## src/rtl/frame_sync_mode_ctrl_pkg.sv

```systemverilog
// -----------------------------------------------------------------------------
// frame_ctrl_pkg
// Shared definitions for frame_sync_mode_ctrl:
//   fsm_state_t - control FSM states (IDLE, PENDING, APPLY)
//   K_NEXT/K_PREV/K_UP/K_DN - KEY bit index of each button function
//   hex7seg()   - 4-bit value to active-low 7-segment pattern, bit 7 = DP (off)
// -----------------------------------------------------------------------------
package frame_ctrl_pkg;

   typedef enum logic [1:0] {
      IDLE    = 2'd0,
      PENDING = 2'd1,
      APPLY   = 2'd2
   } fsm_state_t;

   localparam int unsigned K_NEXT = 0;
   localparam int unsigned K_PREV = 1;
   localparam int unsigned K_UP   = 2;
   localparam int unsigned K_DN   = 3;

   // Segment order {dp, g, f, e, d, c, b, a}, all active-low
   function automatic logic [7:0] hex7seg(input logic [3:0] v);
      logic [7:0] seg;
      case (v)
         4'h0:    seg = 8'hC0;
         4'h1:    seg = 8'hF9;
         4'h2:    seg = 8'hA4;
         4'h3:    seg = 8'hB0;
         4'h4:    seg = 8'h99;
         4'h5:    seg = 8'h92;
         4'h6:    seg = 8'h82;
         4'h7:    seg = 8'hF8;
         4'h8:    seg = 8'h80;
         4'h9:    seg = 8'h90;
         4'hA:    seg = 8'h88;
         4'hB:    seg = 8'h83;
         4'hC:    seg = 8'hC6;
         4'hD:    seg = 8'hA1;
         4'hE:    seg = 8'h86;
         default: seg = 8'h8E;
      endcase
      return seg;
   endfunction

endpackage

```

## src/rtl/frame_sync_mode_ctrl_if.sv

```systemverilog
// -----------------------------------------------------------------------------
// frame_sync_mode_ctrl_if
// Active configuration bus from frame_sync_mode_ctrl to the pixel chain.
//   mode       - active mode select (3 bits)
//   level      - active brightness level (4 bits)
//   cfg_update - one-cycle pulse in the cycle mode/level change
//   pending    - shadow configuration differs from active
// Modports: master (driver, the controller), slave (consumer).
// -----------------------------------------------------------------------------
interface frame_sync_mode_ctrl_if;

   logic [2:0] mode;
   logic [3:0] level;
   logic       cfg_update;
   logic       pending;

   modport master (
      output mode,
      output level,
      output cfg_update,
      output pending
   );

   modport slave (
      input mode,
      input level,
      input cfg_update,
      input pending
   );

endinterface

```

## src/rtl/frame_sync_mode_ctrl_key_debounce.sv

```systemverilog
// -----------------------------------------------------------------------------
// key_debounce
// Two-flop synchroniser, stability-counter debounce and press detector for one
// active-low push button.
//   clk_i    - system clock
//   rst_n_i  - asynchronous active-low reset
//   key_i    - raw asynchronous button level (0 = pressed)
//   level_o  - debounced level (1 = released)
//   press_o  - one-cycle pulse on a debounced 1->0 transition
// Parameter DEBOUNCE_CYCLES: consecutive differing samples needed to accept a
// new level.
// -----------------------------------------------------------------------------
module key_debounce #(
   parameter int unsigned DEBOUNCE_CYCLES = 500000
) (
   input  logic clk_i,
   input  logic rst_n_i,
   input  logic key_i,
   output logic level_o,
   output logic press_o
);

   localparam int unsigned CW = (DEBOUNCE_CYCLES > 1) ? $clog2(DEBOUNCE_CYCLES) : 1;
   localparam logic [CW-1:0] CNT_LAST = CW'(DEBOUNCE_CYCLES - 1);

   logic          sync1_q, sync2_q;
   logic          deb_q, deb_d;
   logic          press_q, press_d;
   logic [CW-1:0] cnt_q, cnt_d;

   // Counter only advances while the synced sample disagrees with the
   // accepted level; any agreement restarts the count.
   always_comb begin
      deb_d   = deb_q;
      cnt_d   = '0;
      press_d = 1'b0;
      if (sync2_q != deb_q) begin
         if (cnt_q == CNT_LAST) begin
            deb_d   = ~deb_q;
            press_d = deb_q;   // flipping from released to pressed
         end else begin
            cnt_d = cnt_q + CW'(1);
         end
      end
   end

   always_ff @(posedge clk_i or negedge rst_n_i) begin
      if (!rst_n_i) begin
         sync1_q <= 1'b1;
         sync2_q <= 1'b1;
         deb_q   <= 1'b1;
         cnt_q   <= '0;
         press_q <= 1'b0;
      end else begin
         sync1_q <= key_i;
         sync2_q <= sync1_q;
         deb_q   <= deb_d;
         cnt_q   <= cnt_d;
         press_q <= press_d;
      end
   end

   assign level_o = deb_q;
   assign press_o = press_q;

endmodule

```

## src/rtl/frame_sync_mode_ctrl.sv

```systemverilog
// -----------------------------------------------------------------------------
// frame_sync_mode_ctrl
// Push-button configuration controller. KEY presses edit shadow mode/level
// registers; the shadow is copied to the active outputs only at a frame
// boundary (falling VGA_VS) or after VS_TIMEOUT cycles without one. SW[0]
// holds off any apply.
//
// Ports:
//   CLOCK_50  - 50 MHz system clock
//   RESET_N   - asynchronous active-low reset
//   KEY[3:0]  - raw buttons, active-low (0 next, 1 prev, 2 up, 3 down)
//   SW[9:0]   - switches; SW[0] = apply hold, rest unused
//   VGA_VS    - vertical sync, active-low, foreign clock domain
//   cfg_bus   - master side of frame_sync_mode_ctrl_if
//               (mode, level, cfg_update, pending)
//   HEX0/HEX1 - mode / level digit, active-low segments
//
// Build option: define MODE_HEX_EN to drive HEX0/HEX1 from a registered
// hex decoder; otherwise both are blank (8'hFF).
// -----------------------------------------------------------------------------
module frame_sync_mode_ctrl
   import frame_ctrl_pkg::*;
#(
   parameter int unsigned DEBOUNCE_CYCLES = 500000,
   parameter int unsigned VS_TIMEOUT      = 2000000,
   parameter int unsigned LEVEL_MAX       = 15,
   parameter int unsigned LEVEL_RST       = 8
) (
   input  logic                          CLOCK_50,
   input  logic                          RESET_N,
   input  logic [3:0]                    KEY,
   input  logic [9:0]                    SW,
   input  logic                          VGA_VS,
   frame_sync_mode_ctrl_if.master        cfg_bus,
   output logic [7:0]                    HEX0,
   output logic [7:0]                    HEX1
);

   localparam int unsigned TW = (VS_TIMEOUT > 1) ? $clog2(VS_TIMEOUT) : 1;
   localparam logic [TW-1:0] TMO_LAST = TW'(VS_TIMEOUT - 1);
   localparam logic [3:0]    LVL_MAX  = 4'(LEVEL_MAX);
   localparam logic [3:0]    LVL_RST  = 4'(LEVEL_RST);

   // ---------------------------------------------------------------- keys
   logic [3:0] press;
   logic [3:0] key_level_unused;

   for (genvar g = 0; g < 4; g++) begin : g_key
      key_debounce #(
         .DEBOUNCE_CYCLES (DEBOUNCE_CYCLES)
      ) u_key_debounce (
         .clk_i   (CLOCK_50),
         .rst_n_i (RESET_N),
         .key_i   (KEY[g]),
         .level_o (key_level_unused[g]),
         .press_o (press[g])
      );
   end

   logic sw_unused;
   assign sw_unused = ^SW[9:1];

   // ------------------------------------------------- SW[0] / VS sync
   logic sw1_q, sw2_q;
   logic vs1_q, vs2_q, vs3_q;
   logic vs_fall_q;

   always_ff @(posedge CLOCK_50 or negedge RESET_N) begin
      if (!RESET_N) begin
         sw1_q     <= 1'b0;
         sw2_q     <= 1'b0;
         vs1_q     <= 1'b1;
         vs2_q     <= 1'b1;
         vs3_q     <= 1'b1;
         vs_fall_q <= 1'b0;
      end else begin
         sw1_q     <= SW[0];
         sw2_q     <= sw1_q;
         vs1_q     <= VGA_VS;
         vs2_q     <= vs1_q;
         vs3_q     <= vs2_q;
         // Registered so the FSM sees the edge 3 cycles after the pin
         vs_fall_q <= vs3_q & ~vs2_q;
      end
   end

   // -------------------------------------------------------- shadow edits
   logic [2:0] sh_mode_q,  sh_mode_d;
   logic [3:0] sh_level_q, sh_level_d;

   always_comb begin
      sh_mode_d  = sh_mode_q;
      sh_level_d = sh_level_q;
      // Opposing presses in the same cycle cancel
      if (press[K_NEXT] && !press[K_PREV]) begin
         sh_mode_d = sh_mode_q + 3'd1;
      end else if (press[K_PREV] && !press[K_NEXT]) begin
         sh_mode_d = sh_mode_q - 3'd1;
      end
      if (press[K_UP] && !press[K_DN]) begin
         if (sh_level_q < LVL_MAX) begin
            sh_level_d = sh_level_q + 4'd1;
         end
      end else if (press[K_DN] && !press[K_UP]) begin
         if (sh_level_q != 4'd0) begin
            sh_level_d = sh_level_q - 4'd1;
         end
      end
   end

   // ----------------------------------------------------------------- FSM
   fsm_state_t state_q, state_d;
   logic [TW-1:0] tmo_q, tmo_d;
   logic [2:0]    act_mode_q,  act_mode_d;
   logic [3:0]    act_level_q, act_level_d;
   logic          differs;

   assign differs = (sh_mode_q != act_mode_q) || (sh_level_q != act_level_q);

   // The active registers are loaded on the PENDING->APPLY edge so that the
   // APPLY cycle already presents the new values together with cfg_update.
   // Shadow is sampled from its registered value, so a press in the vs_fall
   // cycle stays in shadow for the next boundary.
   always_comb begin
      state_d     = state_q;
      tmo_d       = '0;
      act_mode_d  = act_mode_q;
      act_level_d = act_level_q;
      case (state_q)
         IDLE: begin
            if (differs) begin
               state_d = PENDING;
            end
         end
         PENDING: begin
            if (!differs) begin
               state_d = IDLE;
            end else if ((vs_fall_q || (tmo_q == TMO_LAST)) && !sw2_q) begin
               state_d     = APPLY;
               act_mode_d  = sh_mode_q;
               act_level_d = sh_level_q;
            end else if (tmo_q == TMO_LAST) begin
               tmo_d = tmo_q;   // saturate while held by SW[0]
            end else begin
               tmo_d = tmo_q + TW'(1);
            end
         end
         APPLY: begin
            state_d = IDLE;
         end
         default: begin
            state_d = IDLE;
         end
      endcase
   end

   always_ff @(posedge CLOCK_50 or negedge RESET_N) begin
      if (!RESET_N) begin
         state_q     <= IDLE;
         tmo_q       <= '0;
         act_mode_q  <= 3'd0;
         act_level_q <= LVL_RST;
         sh_mode_q   <= 3'd0;
         sh_level_q  <= LVL_RST;
      end else begin
         state_q     <= state_d;
         tmo_q       <= tmo_d;
         act_mode_q  <= act_mode_d;
         act_level_q <= act_level_d;
         sh_mode_q   <= sh_mode_d;
         sh_level_q  <= sh_level_d;
      end
   end

   assign cfg_bus.mode       = act_mode_q;
   assign cfg_bus.level      = act_level_q;
   assign cfg_bus.cfg_update = (state_q == APPLY);
   assign cfg_bus.pending    = (state_q == PENDING);

   // ------------------------------------------------------------- display
`ifdef MODE_HEX_EN
   logic [7:0] hex0_q, hex1_q;

   always_ff @(posedge CLOCK_50 or negedge RESET_N) begin
      if (!RESET_N) begin
         hex0_q <= 8'hFF;
         hex1_q <= 8'hFF;
      end else begin
         hex0_q <= hex7seg({1'b0, act_mode_q});
         hex1_q <= hex7seg(act_level_q);
      end
   end

   assign HEX0 = hex0_q;
   assign HEX1 = hex1_q;
`else
   assign HEX0 = 8'hFF;
   assign HEX1 = 8'hFF;
`endif

endmodule

```

## src/flat_wrapper.sv

```systemverilog
// flat-port wrapper written by rule: the top's interface ports become plain ports
module frame_sync_mode_ctrl_flat import frame_ctrl_pkg::*;
#(
   parameter int unsigned DEBOUNCE_CYCLES = 500000,
   parameter int unsigned VS_TIMEOUT      = 2000000,
   parameter int unsigned LEVEL_MAX       = 15,
   parameter int unsigned LEVEL_RST       = 8
)
  (CLOCK_50, RESET_N, KEY, SW, VGA_VS, HEX0, HEX1, cfg_bus_mode, cfg_bus_level, cfg_bus_cfg_update, cfg_bus_pending);
  frame_sync_mode_ctrl_if cfg_bus_i ();
  input  logic CLOCK_50;
  input  logic RESET_N;
  input  logic [3:0] KEY;
  input  logic [9:0] SW;
  input  logic VGA_VS;
  output logic [7:0] HEX0;
  output logic [7:0] HEX1;
  output wire logic [$bits(cfg_bus_i.mode)-1:0] cfg_bus_mode;
  output wire logic [$bits(cfg_bus_i.level)-1:0] cfg_bus_level;
  output wire logic [$bits(cfg_bus_i.cfg_update)-1:0] cfg_bus_cfg_update;
  output wire logic [$bits(cfg_bus_i.pending)-1:0] cfg_bus_pending;
  assign cfg_bus_mode = cfg_bus_i.mode;
  assign cfg_bus_level = cfg_bus_i.level;
  assign cfg_bus_cfg_update = cfg_bus_i.cfg_update;
  assign cfg_bus_pending = cfg_bus_i.pending;
  frame_sync_mode_ctrl #(.DEBOUNCE_CYCLES(DEBOUNCE_CYCLES), .VS_TIMEOUT(VS_TIMEOUT), .LEVEL_MAX(LEVEL_MAX), .LEVEL_RST(LEVEL_RST)) u_core (.CLOCK_50(CLOCK_50), .RESET_N(RESET_N), .KEY(KEY), .SW(SW), .VGA_VS(VGA_VS), .cfg_bus(cfg_bus_i), .HEX0(HEX0), .HEX1(HEX1));
endmodule
```

## config.mk

```make
export PLATFORM = sky130hd
export DESIGN_NAME = frame_sync_mode_ctrl_flat
export DESIGN_NICKNAME = d
export VERILOG_FILES = /design/src/rtl/frame_sync_mode_ctrl_pkg.sv /design/src/rtl/frame_sync_mode_ctrl_if.sv /design/src/rtl/frame_sync_mode_ctrl_key_debounce.sv /design/src/rtl/frame_sync_mode_ctrl.sv /design/src/flat_wrapper.sv
export SDC_FILE = /design/constraint.sdc
export NUM_CORES = 1
export LEC_CHECK = 0
export ABC_AREA = 1
export CORE_MARGIN = 1.5
export CORE_UTILIZATION = 30
export CTS_BUF_LIST = sky130_fd_sc_hd__clkbuf_8
export DETAILED_ROUTE_END_ITERATION = 7
export SLEW_MARGIN = 40
export SYNTH_ARGS = -nofsm -noshare
export SYNTH_HDL_FRONTEND = slang
export SYNTH_SLANG_ARGS = --single-unit
```

## constraint.sdc

```tcl
create_clock -name CLOCK_50 -period 1.65 [get_ports CLOCK_50]
set_input_delay 0.495 -clock CLOCK_50 [delete_from_list [all_inputs] [get_ports CLOCK_50]]
set_output_delay 0.495 -clock CLOCK_50 [all_outputs]
set_load 0.01 [all_outputs]
```

==> flow_summary.toml <==
[status]
status = "finished with violations"
violations = "negative setup slack"

[floorplan]
start_util = 0.305
ios = 42
die-area_um2 = 25600
core_area_um2 = 24200
die_width_um = 160
row_count = 57
die_h_um = 160

[clock_network]
cts_tree = "yes"
cts-root-buf = "clkbuf_8"
clock_latency_ps = 470
clockBufferDepth = 2
numCtsBuffers = 17
htree_levels = 4
path_clk_slew_ps = 70
cts_num_sinks = 135

[final_layout]
fin_nets = 1071
drive_above_1_share = 0.149
n_fill_cell = 2538
area_growth_pct = 20.1
n_antenna_cell = 0
fin_area_um2 = 8880

[sta]
drv_slew = 0
setup_viol = 1
min_period_ps = 1680
rsz0062_at_grt = "true"
hold_violations = 0
finalCritPeriodShare = 1.02
finClkSkew_ps = 10.2
fmax_mhz = 595
setup_ws_ps = -29.7

[yosys]
yosysUniqueCellTypes = 41
avgSynthCellArea_um2 = 7.68
synthMuxAreaShare = 0
synth_top_flop_cell = "dfrtp_1"
syn_inst = 963
ys_warn_count = 0
async_flop_share = 1.00
ys_ff_latch = 135
synth_xor_area_frac = 0.0568
synth_area_um2 = 7400
synth-compound-area-share = 0.0362
seq_area_frac_synth = 0.460
synth_top_family_by_area = "simple AND/OR/NAND/NOR gates"
synth-simple-area-share = 0.333
synth_edf_count = 0
synth_fa_ha_area_frac = 0.0189

[route]
wire_per_inst_um = 11.8
vias = 6239
drtPass1Iterations = 8
wl_um = 16300
ant_nets = 0
drcViolationCount = 0
drt_first_iter_violations = 341
viasPerCell = 4.52

[worst_setup_path]
worst-setup-path-type = "reg -> out"
critPathMaxFanout = 3
cp.required_ps = 1150
arrival_ps = 1180
path_cells = "nor2_4 > buf_6"
critical_path_buf_inv_count = 1
cp_slowest_cell = "dfrtp_1"
max_stage_delay_ps = 430
critPathTopFamily = "flip-flops"
cp-start-kind = "flip-flop"
worstSetupEndpointType = "primary output"

[pwr]
p_leak_nw = 4.04
finalPower_mw = 6.72
max-vdd-ir-drop_mv = 0.489
power_density_nw_per_um2 = 756

[global_route]
grt_usage = 0.134
grt_overflow_total = 0
grt_max_degree = 29
first_global_vias = 6078
grt_antenna_before_repair = 0
grt_first_pass_wirelength_um = 28100

[placed_design]
io_buffers = 16
gp_congestion = 0.895
hpwlAfterDp_um = 11900
dpl-instance-area_um2 = 8210

[hold_path]
hold_path.class = "reg -> reg"

[job]
drv_cap = 0
==> metrics by stage <==
stage | std cells | TNS, ps | hold slack [ps] | util | worst slack [ps]
floorplan | 978 | 0 | 199 | - | 76.9
global placement | 1339 | -3.90 | 336 | 0.339 | -3.90
detailed placement | 1339 | -19.9 | 337 | 0.339 | -19.9
CTS | 1374 | -126 | 354 | 0.358 | -52.1
global route | 1381 | -355 | 360 | 0.366 | -89.8
finish | 1381 | -29.7 | 351 | 0.366 | -29.7
==> placed cells by master (no fill, tap or decap), types with 3 or more instances in the layout <==
cell type / netlist / routed
xnor2_1: 7 / 7
nand4_1: 44 / 44
nor2_4: 2 / 7
nand2_2: 2 / 8
nor3_1: 47 / 43
xor2_1: 41 / 41
clkinv_2: 0 / 3
nor3b_1: 5 / 5
clkbuf_8: 0 / 18
o21ai_0: 19 / 16
inv_2: 1 / 5
clkdlybuf4s50_1: 0 / 6
nand2_1: 213 / 205
a31oi_1: 3 / 3
buf_6: 2 / 6
nor4_1: 10 / 9
a21oi_1: 14 / 14
and3_1: 3 / 3
dfrtp_1: 118 / 117
buf_4: 17 / 50
ha_1: 8 / 4
buf_2: 3 / 4
inv_1: 139 / 140
conb_1: 1 / 16
nor2_2: 1 / 9
o21bai_1: 3 / 3
nand2_4: 1 / 3
a211oi_1: 3 / 3
nor3_2: 1 / 5
o21ai_1: 0 / 3
dfstp_2: 17 / 17
bufinv_16: 0 / 5
nor2_1: 168 / 155
nand3_1: 53 / 51
==> final cells by class <==
cell class / count / area (µm²) / share of cell area
clock buffer: 18 / 248 / 0.0279
clock inverter: 14 / 193 / 0.0217
inverter: 141 / 529 / 0.0596
multi-input combinational: 677 / 3510 / 0.395
sequential: 135 / 3400 / 0.383
tap: 324 / 405 / 0.0456
timing repair buffer: 72 / 598 / 0.0673
==> state kept, by name (all words and copies together), names as in the netlist <==
register and cells:
u_core.sh_mode_q 3, u_core.vs_fall_q 1, u_core.vs3_q 1, u_core.tmo_q 21, u_core.vs1_q 1, u_core.g_key.u_key_debounce.press_o 4, u_core.cfg_bus.mode 3, u_core.g_key.u_key_debounce.level_o 4
u_core.sw2_q 1, u_core.g_key.u_key_debounce.sync2_q 4, u_core.g_key.u_key_debounce.cnt_q 76, u_core.sw1_q 1, u_core.sh_level_q 4, u_core.cfg_bus.level 4, u_core.state_q 2, u_core.g_key.u_key_debounce.sync1_q 4
u_core.vs2_q 1
==> final timing paths <==
path                       cells after the start  slack (ps)               from                                     end
setup / recovery                               2         -30  u_core.state_q[1]                         cfg_bus_pending
hold / removal                                 0         350       u_core.sw1_q                            u_core.sw2_q
setup reg to reg                              10          90    u_core.tmo_q[1]                 u_core.cfg_bus.level[3]
hold reg to reg                                0         350       u_core.sw1_q                            u_core.sw2_q
max in group asynchronous                      3         610            RESET_N  u_core.g_key[1].u_key_debounce.sync1_q
min in group asynchronous                      2         460            RESET_N                         u_core.tmo_q[3]
==> cells by family after synthesis <==
kind of cell,Yosys count
flip-flops,135
buffers and inverters,166
adder cells (fa/ha/maj),10
AO/OA/AOI/OAI,46
XOR/XNOR,48
other,1
AND/OR/NAND/NOR,557
==> power breakdown <==
part,internal [mW],switching [mW]
sequential,3.36,0.0272
combinational,0.0826,0.165
clock,1.80,1.28
total,5.25,1.47
==> routing by layer <==
layer / GRT usage / part of all wire
met1: 0.173 / 0.46
met2: 0.216 / 0.47
met3: 0.0319 / 0.046
met4: 0.0552 / 0.021
met5: 0 / 0
==> Yosys cell counts, types with 3 or more instances <==
cell | n | area (µm²)
nand4_1 | 44 | 275
clkbuf_1 | 3 | 11.3
xor2_1 | 41 | 359
buf_4 | 17 | 128
nor2_1 | 168 | 631
and3_1 | 3 | 18.8
o21bai_1 | 3 | 22.5
a21oi_1 | 14 | 70.1
nor4_1 | 10 | 62.6
dfstp_2 | 17 | 447
dfrtp_1 | 118 | 2950
buf_2 | 3 | 15.0
xnor2_1 | 7 | 61.3
a31oi_1 | 3 | 18.8
ha_1 | 8 | 100
nand2_1 | 213 | 800
inv_1 | 139 | 522
nor3_1 | 47 | 235
a211oi_1 | 3 | 22.5
nor3b_1 | 5 | 37.5
nand3_1 | 53 | 265
o21ai_0 | 19 | 95.1
==> what timing repair did <==
action                     CTS  global route
hold endpoints to repair    17             0
pin swaps                    1            11
buffers inserted             3             7
setup endpoints to repair   12            63
gates cloned                 0             0
gates resized for setup     37            50
hold buffers                 1             0
(Power assumes the default switching activity.)
==> RTL change, RTL diff (same settings) <==
Encoding of `fsm_state_t`: now one-hot (3 bits for 3 states).
--- a/src/rtl/frame_sync_mode_ctrl_pkg.sv
+++ b/src/rtl/frame_sync_mode_ctrl_pkg.sv
@@ -7,10 +7,10 @@
 // -----------------------------------------------------------------------------
 package frame_ctrl_pkg;
 
-   typedef enum logic [1:0] {
-      IDLE    = 2'd0,
-      PENDING = 2'd1,
-      APPLY   = 2'd2
+   typedef enum logic [2:0] {
+      IDLE    = 3'b001,
+      PENDING = 3'b010,
+      APPLY   = 3'b100
    } fsm_state_t;
 
    localparam int unsigned K_NEXT = 0;
Function: same outputs for any inputs over 10 cycles, from zero or initial values and one cycle with RESET_N low; not proved beyond that.
==> RTL change against the original RTL <==
The run still ends with negative setup slack left; sequential cell count up 1; routed wire length up 5.1%; sequential share of layout area down 0.65 points; worst setup slack worse by 0.029 ns; die area up 3.8%; synthesized area up 3.9%; global-route usage up 0.29 points; final cell count up 2.1%; combinational power up 7%; power down 8.7%; cell area up 2.5%; synthesized cell count up 1.7%; critical endpoint unchanged; largest cell class unchanged; highest routed layer unchanged.
==> RTL change: results (changes against the original RTL) <==
| Metric | Value |
|---|---|
| Outcome | finished with violations (unchanged) |
| Violated checks | negative setup slack (unchanged) |
| CP max-delay cell | dfstp_2 (was dfrtp_1) |
| # setup viols final | 2 (was 1) |
| Largest net degree at the start of global routing | 49 (was 29) |
| CP arrival | 1.21 ns (was 1.18 ns) |
| GPL Wtd Cong | 0.912 (was 0.895) |
| Setup tns final | -0.117 ns (was -0.0297 ns) |
| Seq/total area | 0.376 (was 0.383) |
| GR Util All Layers | 0.137 (was 0.134) |
| Hold path start | u_core.vs1_q (was u_core.sw1_q) |
| Synth cell count leaders | 177 x nand2_1, 175 x nor2_1, 127 x inv_1 (was 213 x nand2_1, 168 x nor2_1, 139 x inv_1) |
| First-pass GRT wire length | 29500 microns (was 28100 microns) |
| DPL Wire Length | 12800 microns (was 11900 microns) |
| Area of the multi-input gates | 0.00377 sq mm (was 0.00351 sq mm) |
| Met1 wire length | 8170 microns (was 7580 microns) |
| WHS Endpoint | u_core.vs2_q (was u_core.sw2_q) |
| Clock-cell share | 0.0383 (was 0.0496) |
| Worst Setup Slack post-DPL | -0.0769 ns (was -0.0199 ns) |
| Peak per-stage delay on the critical path | 0.58 ns (was 0.43 ns) |
| Post-synthesis compound-gate area fraction | 0.0391 (was 0.0362) |
| Post-synthesis xor/xnor area fraction | 0.0581 (was 0.0568) |
| Worst skew pair latency | 0.44 ns (was 0.47 ns) |
| Final hold slack | 0.359 ns (was 0.351 ns) |
| WL/cell | 12.2 microns (was 11.8 microns) |
| Peak supply drop | 0.506 mV (was 0.489 mV) |
| Vias in the first global route | 6229 (was 6078) |
| Final WS setup | -0.0585 ns (was -0.0297 ns) |
| Reg-to-Reg End | u_core.tmo_q[7] (was u_core.cfg_bus.level[3]) |
| Post-CTS setup buffer count | 1 (was 3) |
| #MultiIn Comb | 702 (was 677) |
| Mux cell area share after synthesis | 0.00147 (was 0) |
| Post-route insts no fill | 1410 (was 1381) |
| Post-Synth Adder-Cell Area | 0.0182 (was 0.0189) |
| Area delta synth->final | 18.5% (was 20.1%) |
| Lkg Pwr | 0.00394 uW (was 0.00404 uW) |
| Detailed Route Iter0 Violations | 475 (was 341) |
| Via/cell ratio | 4.63 (was 4.52) |
RTL change: changes by cell type in the layout (fill, tap and decap cells not counted), moves of 4 or more:
cell and delta:
nand3b_1 +4, o21ai_0 +5, a21oi_1 +7, nor2_2 +17
bufinv_16 -5, nand3_1 +21, clkinvlp_4 +4, nor2_1 +9
nor3_1 -16, buf_4 +6, nor4_1 -6, inv_1 -14
nand4_1 +11, nand2_1 -31
RTL change: layer usage:
metal | up-vias | GRT usage
met5 | - | 0
li1 | 3314 | -
met3 | 13 | 0.0259
met4 | 0 | 0.0463
met2 | 134 | 0.220
met1 | 3061 | 0.185
RTL change: power by group through the flow:
stage / clock network, uW / registers, uW / logic [uW]
after floorplan: 0 / 3470 / 131
after global placement: 0 / 3470 / 258
after detailed placement: 0 / 3470 / 260
after CTS: 2560 / 3410 / 264
after global routing: 2730 / 3420 / 310
final: 2460 / 3410 / 265
